### src/rtl/confreg_bridge.sv
// CPU data-port bridge: steers sram-like requests to the confreg window or to RAM,
// with one transaction in flight and a RAM response timeout that raises a sticky bus_err.
module confreg_bridge #(
  parameter logic [15:0] CONF_HI = 16'hbfaf,
  parameter int unsigned TMO     = 255
) (
  input  logic        clk,
  input  logic        reset,
  input  logic        cpu_req,
  input  logic        cpu_wr,
  input  logic [1:0]  cpu_size,
  input  logic [31:0] cpu_addr,
  input  logic [31:0] cpu_wdata,
  output logic        cpu_addr_ok,
  output logic        cpu_data_ok,
  output logic [31:0] cpu_rdata,
  output logic        conf_en,
  output logic [3:0]  conf_wen,
  output logic [31:0] conf_addr,
  output logic [31:0] conf_wdata,
  input  logic [31:0] conf_rdata,
  output logic        ram_req,
  output logic        ram_wr,
  output logic [1:0]  ram_size,
  output logic [31:0] ram_addr,
  output logic [31:0] ram_wdata,
  input  logic        ram_addr_ok,
  input  logic        ram_data_ok,
  input  logic [31:0] ram_rdata,
  output logic        bus_err
);

  typedef enum logic [1:0] {IDLE, CONF_RSP, RAM_WAIT} state_t;

  localparam logic [7:0] TMO_C = 8'(TMO);

  state_t      state_q, state_d;
  logic [31:0] rdata_q, rdata_d;
  logic [7:0]  cnt_q, cnt_d;
  logic        bus_err_q, bus_err_d;
  logic        conf_sel;
  logic        misaligned;
  logic [3:0]  wen_mask;

  assign conf_sel   = (cpu_addr[31:16] == CONF_HI);
  assign conf_addr  = cpu_addr;
  assign conf_wdata = cpu_wdata;
  assign ram_wr     = cpu_wr;
  assign ram_size   = cpu_size;
  assign ram_addr   = cpu_addr;
  assign ram_wdata  = cpu_wdata;
  assign bus_err    = bus_err_q;

  // Size 3 is treated as a word access.
  always_comb begin
    wen_mask   = 4'b0000;
    misaligned = 1'b0;
    case (cpu_size)
      2'd0: wen_mask = 4'b0001 << cpu_addr[1:0];
      2'd1: begin
        misaligned = cpu_addr[0];
        wen_mask   = cpu_addr[1] ? 4'b1100 : 4'b0011;
      end
      default: begin
        misaligned = |cpu_addr[1:0];
        wen_mask   = 4'b1111;
      end
    endcase
  end

  always_comb begin
    state_d     = state_q;
    rdata_d     = rdata_q;
    cnt_d       = cnt_q;
    bus_err_d   = bus_err_q;
    cpu_addr_ok = 1'b0;
    cpu_data_ok = 1'b0;
    cpu_rdata   = rdata_q;
    conf_en     = 1'b0;
    conf_wen    = 4'b0000;
    ram_req     = 1'b0;
    case (state_q)
      IDLE: begin
        if (conf_sel) begin
          cpu_addr_ok = 1'b1;
          if (cpu_req) begin
            conf_en  = 1'b1;
            conf_wen = (cpu_wr && !misaligned) ? wen_mask : 4'b0000;
            rdata_d  = conf_rdata;
            state_d  = CONF_RSP;
          end
        end else begin
          ram_req     = cpu_req;
          cpu_addr_ok = ram_addr_ok;
          if (cpu_req && ram_addr_ok) begin
            cnt_d   = 8'd0;
            state_d = RAM_WAIT;
          end
        end
      end
      CONF_RSP: begin
        cpu_data_ok = 1'b1;
        state_d     = IDLE;
      end
      RAM_WAIT: begin
        cpu_rdata = ram_rdata;
        // A response landing on the timeout cycle wins over the timeout.
        if (ram_data_ok) begin
          cpu_data_ok = 1'b1;
          state_d     = IDLE;
        end else if (cnt_q == TMO_C) begin
          cpu_data_ok = 1'b1;
          cpu_rdata   = 32'h0;
          bus_err_d   = 1'b1;
          state_d     = IDLE;
        end else begin
          cnt_d = cnt_q + 8'd1;
        end
      end
      default: state_d = IDLE;
    endcase
  end

  always_ff @(posedge clk or negedge reset) begin
    if (!reset) begin
      state_q   <= IDLE;
      rdata_q   <= 32'h0;
      cnt_q     <= 8'd0;
      bus_err_q <= 1'b0;
    end else begin
      state_q   <= state_d;
      rdata_q   <= rdata_d;
      cnt_q     <= cnt_d;
      bus_err_q <= bus_err_d;
    end
  end

endmodule

### config.mk
export PLATFORM = sky130hd
export DESIGN_NAME = confreg_bridge
export DESIGN_NICKNAME = d
export VERILOG_FILES = /design/src/rtl/confreg_bridge.sv
export SDC_FILE = /design/constraint.sdc
export NUM_CORES = 1
export LEC_CHECK = 0
export BUFFER_PORTS_ARGS = -buffer_cell sky130_fd_sc_hd__buf_2
export CORE_AREA = 3 3 120 122
export DETAILED_ROUTE_END_ITERATION = 6
export DIE_AREA = 0 0 123 125
export SYNTH_ARGS = -nofsm -noshare
export SYNTH_HDL_FRONTEND = slang
export SYNTH_SLANG_ARGS = --single-unit
export TNS_END_PERCENT = 5
### constraint.sdc
create_clock -name clk -period 2.6 [get_ports clk]
set_input_delay 0.39 -clock clk [delete_from_list [all_inputs] [get_ports clk]]
set_output_delay 0.39 -clock clk [all_outputs]
set_load 0.005 [all_outputs]
# Word level (Yosys, flattened, before mapping)
# Cells that the tools add are included.
classes:
  add_sub_neg: 1
  eq_ne: 12
  mux: 31
  n_reduce_logical: 11
  bitwise: 1
  n_shift: 1
op_table:
  columns: ["op", "n"]
  rows:
  - ["two-way mux 32 bit", 3]
  - ["two-way mux 8 bit", 4]
  - ["two-way mux 4 bit", 5]
  - ["== test 16 bit (second input constant)", 1]
  - ["one-hot mux 8 bit (2 select lines)", 1]
  - ["two-way mux 2 bit", 5]
  - ["two-way mux 1 bit", 9]
  - ["inequality test 3 bit (second input constant)", 3]
  - ["AND reduction 3 bit", 3]
  - ["adder 8 x 1 -> 8 bit (second input constant)", 1]
  - ["== test 8 bit (second input constant)", 1]
  - ["inequality test 2 bit (second input constant)", 4]
  - ["one-hot mux 4 bit (2 select lines)", 1]
  - ["AND reduction 5 bit", 1]
  - ["== test 2 x 1 -> 1 bit (second input constant)", 2]
  - ["zero test 2 bit", 2]
  - ["one-hot mux 1 bit (2 select lines)", 2]
  - ["one-hot mux 2 bit (2 select lines)", 1]
  - ["<< shifter 1 x 2 -> 4 bit (first input constant)", 1]
  - ["== test 2 bit (second input constant)", 1]
  - ["logical AND 1 bit", 2]
  - ["nonzero test 2 bit", 1]
  - ["OR reduction 2 bit", 1]
  - ["zero test 1 bit", 1]
  - ["NOT 1 bit", 1]
word_totals:
  register_bits: 43
  word_cells: 61
  inputBits: 136
  out_inout_bits: 172

# Logic depth before layout (Yosys ltp)
depth:
  depth_word: 8
  mapped_depth: 7
  ltp_nobuf: 6

# Worst setup path after synthesis
# OpenSTA, ideal clock, no wires.
synth_timing:
  path_type: "input -> output"
  from: "input cpu_addr[31]"
  to: "output conf_wen[1]"
  path_buffers: 2
  required_time_ns: 2.210
  t_arrival_ns: 1.622
  path_slack_ns: 0.588
  cell_stages: 7
  path_cell_list: "nand4_1 nor4_4 and3_1 buf_6 buf_12 nand2_4 nor3_2"
synth_via:
  elab_chain_len: 3
synth_rtl:
  columns: ["item", "line", "rtl"]
  rows:
  - ["start, declared", "12", "input logic [31:0] cpu_addr,"]
  - ["== test 16 bit", "45", "assign conf_sel = (cpu_addr[31:16] == CONF_HI);"]
  - ["two-way mux 4 bit", "84", "if (conf_sel) begin"]
  - ["two-way mux 4 bit", "82", "case (state_q)"]
  - ["end, declared", "18", "output logic [3:0] conf_wen,"]
# Every way passes these cells.

# Final worst setup path
layout_timing:
  from: "register cnt_q[0]"
  to: "output cpu_rdata[30]"
layout_via:
  elab_chain_len: 4
layout_rtl:
  columns: ["item", "line", "rtl"]
  rows:
  - ["start, declared", "39", "logic [7:0] cnt_q, cnt_d;"]
  - ["start signal, assigned", "133", "cnt_q <= cnt_d;"]
  - ["== test 8 bit", "111", "end else if (cnt_q == TMO_C) begin"]
  - ["two-way mux 32 bit", "111", null]
  - ["two-way mux 32 bit", "108", "if (ram_data_ok) begin"]
  - ["two-way mux 32 bit", "82", null]
  - ["end, declared", "16", "output logic [31:0] cpu_rdata,"]
# Every way passes these cells.

==> impl_metrics.py <==
metrics = {
    "sta": {
        "tns_ps": 0,
        "hold_violations": 0,
        "post-route-period-util_pct": 93.4,
        "rsz0062_at_grt": "false",
        "fin_ws_ps": 171,
        "whs_ps": 80.2,
        "fin_crit_ps": 2430,
        "setup_viol": 0,
        "finalClockSkew_ps": 5.61,
        "drv_slew": 0,
        "slew_headroom_pct": 62.9,
        "fmax_mhz": 412,
        "worstMarginPinSlew_ps": 551,
    },
    "worst_setup_path": {
        "critPathKind": "reg -> out",
        "cp.arrival_ps": 2040,
        "cp-end-kind": "output port",
        "required_ps": 2210,
        "crit_path_max_fanout": 25,
        "start_kind": "flop",
    },
    "global_route": {
        "grt_max_degree": 26,
        "antenna_found_initial": 1,
        "grt_first_pass_wirelength_mm": 14.2,
        "gr-total-overflow": 0,
        "grt_pass1_vias": 2601,
        "grt_util_all_layers_pct": 11.8,
    },
    "synthesis": {
        "synth_seq_cells": 43,
        "avgSynthCellArea_um2": 9.34,
        "syn_inst": 388,
        "synth_area_mm2": 0.00362,
        "syn_nets": 528,
        "ys.flop_type": "dfrtp_1",
        "yosysWarnings": 0,
        "ys_seq_area_share_pct": 29.7,
        "synth_edf_count": 0,
        "async_reset_ff_share_pct": 100,
        "netlist-cell-type-count": 44,
    },
    "layout": {
        "antenna_cells": 0,
        "multiInputGateArea_mm2": 0.00141,
        "fillers": 1426,
        "drive_above_1_share_pct": 51.2,
        "postLayoutCoreUtil_pct": 28.6,
        "syn_to_final_growth_pct": 4.97,
        "design_area_mm2": 0.00380,
        "seq_area_mm2": 0.00108,
        "fin_cells": 606,
        "final_nets": 569,
    },
    "placement": {
        "dpl.cell_count": 598,
        "pre_cts_slack_ps": 448,
        "portBuffers": 169,
        "post_dp_cell_area_mm2": 0.00366,
        "gp_congestion": 0.796,
        "hpwl_mm": 7.77,
    },
    "pwr": {
        "ir_drop_mv": 0.256,
        "powerDensity_mw_per_mm2": 591,
        "total_power_mw": 2.25,
        "p_leak_nw": 2.06,
    },
    "routing": {
        "dr.pass1.iters": 4,
        "drc": 0,
        "wl_per_cell_um": 15.9,
        "wl_mm": 9.63,
        "ant_nets": 0,
        "vias": 2576,
        "drt_iter0_markers": 69,
        "vias_per_cell": 4.25,
    },
    "floorplan": {
        "rows": 42,
        "boundaryPins": 308,
        "die_w_um": 123,
        "dieArea_mm2": 0.0154,
        "core_area_mm2": 0.0133,
        "dieHeight_um": 125,
        "initial_core_util_pct": 27.3,
    },
    "cts": {
        "cts_tree": "yes",
        "numCtsBuffers": 5,
        "clock-sinks": 43,
        "htreeDepth": 2,
        "cts_root_buffer": "clkbuf_16",
        "insertion_delay_ps": 280,
        "clockBufferDepth": 2,
        "ctsHoldBuffers": 0,
        "cts.clk_slew.worst_paths_ps": 60,
        "cts_setup_buffers": 0,
    },
    "run": {
        "cap_violations": 0,
    },
    "status": {
        "outcome": "finished, final reports clean",
    },
    "min_path": {
        "min_path_type": "in -> async",
    },
}
[final cells by class]
| type | instances | area share (%) |
|---|---|---|
| clock buffer | 6 | 3.39 |
| timing repair buffer | 177 | 23.8 |
| tap | 176 | 5.79 |
| multi-input combinational | 189 | 37.1 |
| sequential | 43 | 28.3 |
| inverter | 13 | 1.28 |
| clock inverter | 2 | 0.329 |
[registers in the layout, summed over array words and instances (netlist names)]
signal and cells:
rdata_q 32, cnt_q 8, state_q 2, bus_err 1
[synthesized netlist by cell type, types with 3 or more instances]
| library cell | count | area share (%) |
|---|---|---|
| buf_4 | 132 | 27 |
| dfrtp_1 | 43 | 30 |
| nor2_1 | 38 | 3.9 |
| mux2i_1 | 24 | 6.6 |
| nand2_1 | 22 | 2.3 |
| mux2_4 | 20 | 8.3 |
| o21ai_0 | 20 | 2.8 |
| inv_1 | 13 | 1.3 |
| and3_1 | 5 | 0.86 |
| buf_2 | 5 | 0.69 |
| a21oi_1 | 4 | 0.55 |
| ha_1 | 4 | 1.4 |
| mux2_2 | 4 | 1.2 |
| nand4_1 | 4 | 0.69 |
| o21a_1 | 4 | 0.83 |
| a31oi_1 | 3 | 0.52 |
| buf_12 | 3 | 1.7 |
| nand3_1 | 3 | 0.41 |
| nor3_1 | 3 | 0.41 |
| nor3_2 | 3 | 0.83 |
[cell families (layout without fill, tap and decap cells)]
logic type | Yosys count | after routing | share of synthesized area [%]
AOI/OAI and AO/OA | 38 | 38 | 6.28
muxes | 49 | 49 | 16.5
xor gates and xnor gates | 3 | 3 | 0.725
buffers and inverters | 156 | 198 | 31.6
and+or+nand+nor | 95 | 95 | 13.9
adders and majority gates | 4 | 4 | 1.38
DFF | 43 | 43 | 29.7
[repair_timing]
| action | CTS | global route |
|---|---|---|
| resized for setup | 0 | 1 |
| hold endpoints to repair | 0 | 0 |
| setup endpoints to repair | 0 | 5 |
[critical path, cell delays in order (launching register included)]
cell     delay, ps
dfrtp_1        400
ha_1           240
nand3_1        130
or2_2          350
nor2_2         110
buf_4          280
nor2_1         100
buf_2          140
[worst paths after layout]
kind,from,to,slack (ps),depth (start not counted)
max,cnt_q[0],cpu_rdata[30],170,7
min,reset,rdata_q[19],80,2
max reg2reg,cnt_q[0],cnt_q[6],580,6
min reg2reg,bus_err,bus_err,460,1
max in group asynchronous,reset,rdata_q[13],2230,2
min in group clk,conf_rdata[16],rdata_q[16],310,3
[per-layer routing]
metal	share of wire [%]	vias up	global-route usage [%]
met2	49	125	19.7
met5	0.11	-	0
met3	11	44	4.38
met1	35	1169	12.5
met4	5.1	2	6.84
li1	-	1236	-
[power by group]
part           internal [mW]  total [mW]  switching [mW]
sequential             0.691       0.713          0.0225
clock                  0.355       0.616           0.261
combinational          0.420       0.919           0.499
total                   1.47        2.25           0.783
[layout by cell type (no fill, tap or decap), drive strengths merged, types with 5 or more instances in the layout]
cell type,instances
mux2i,24
dfrtp,43
clkbuf,6
and3,5
nor2,38
mux2,25
inv,13
o21ai,20
buf,177
nor3,6
nand2,23
No activity file was read; power rests on OpenSTA's default activity.
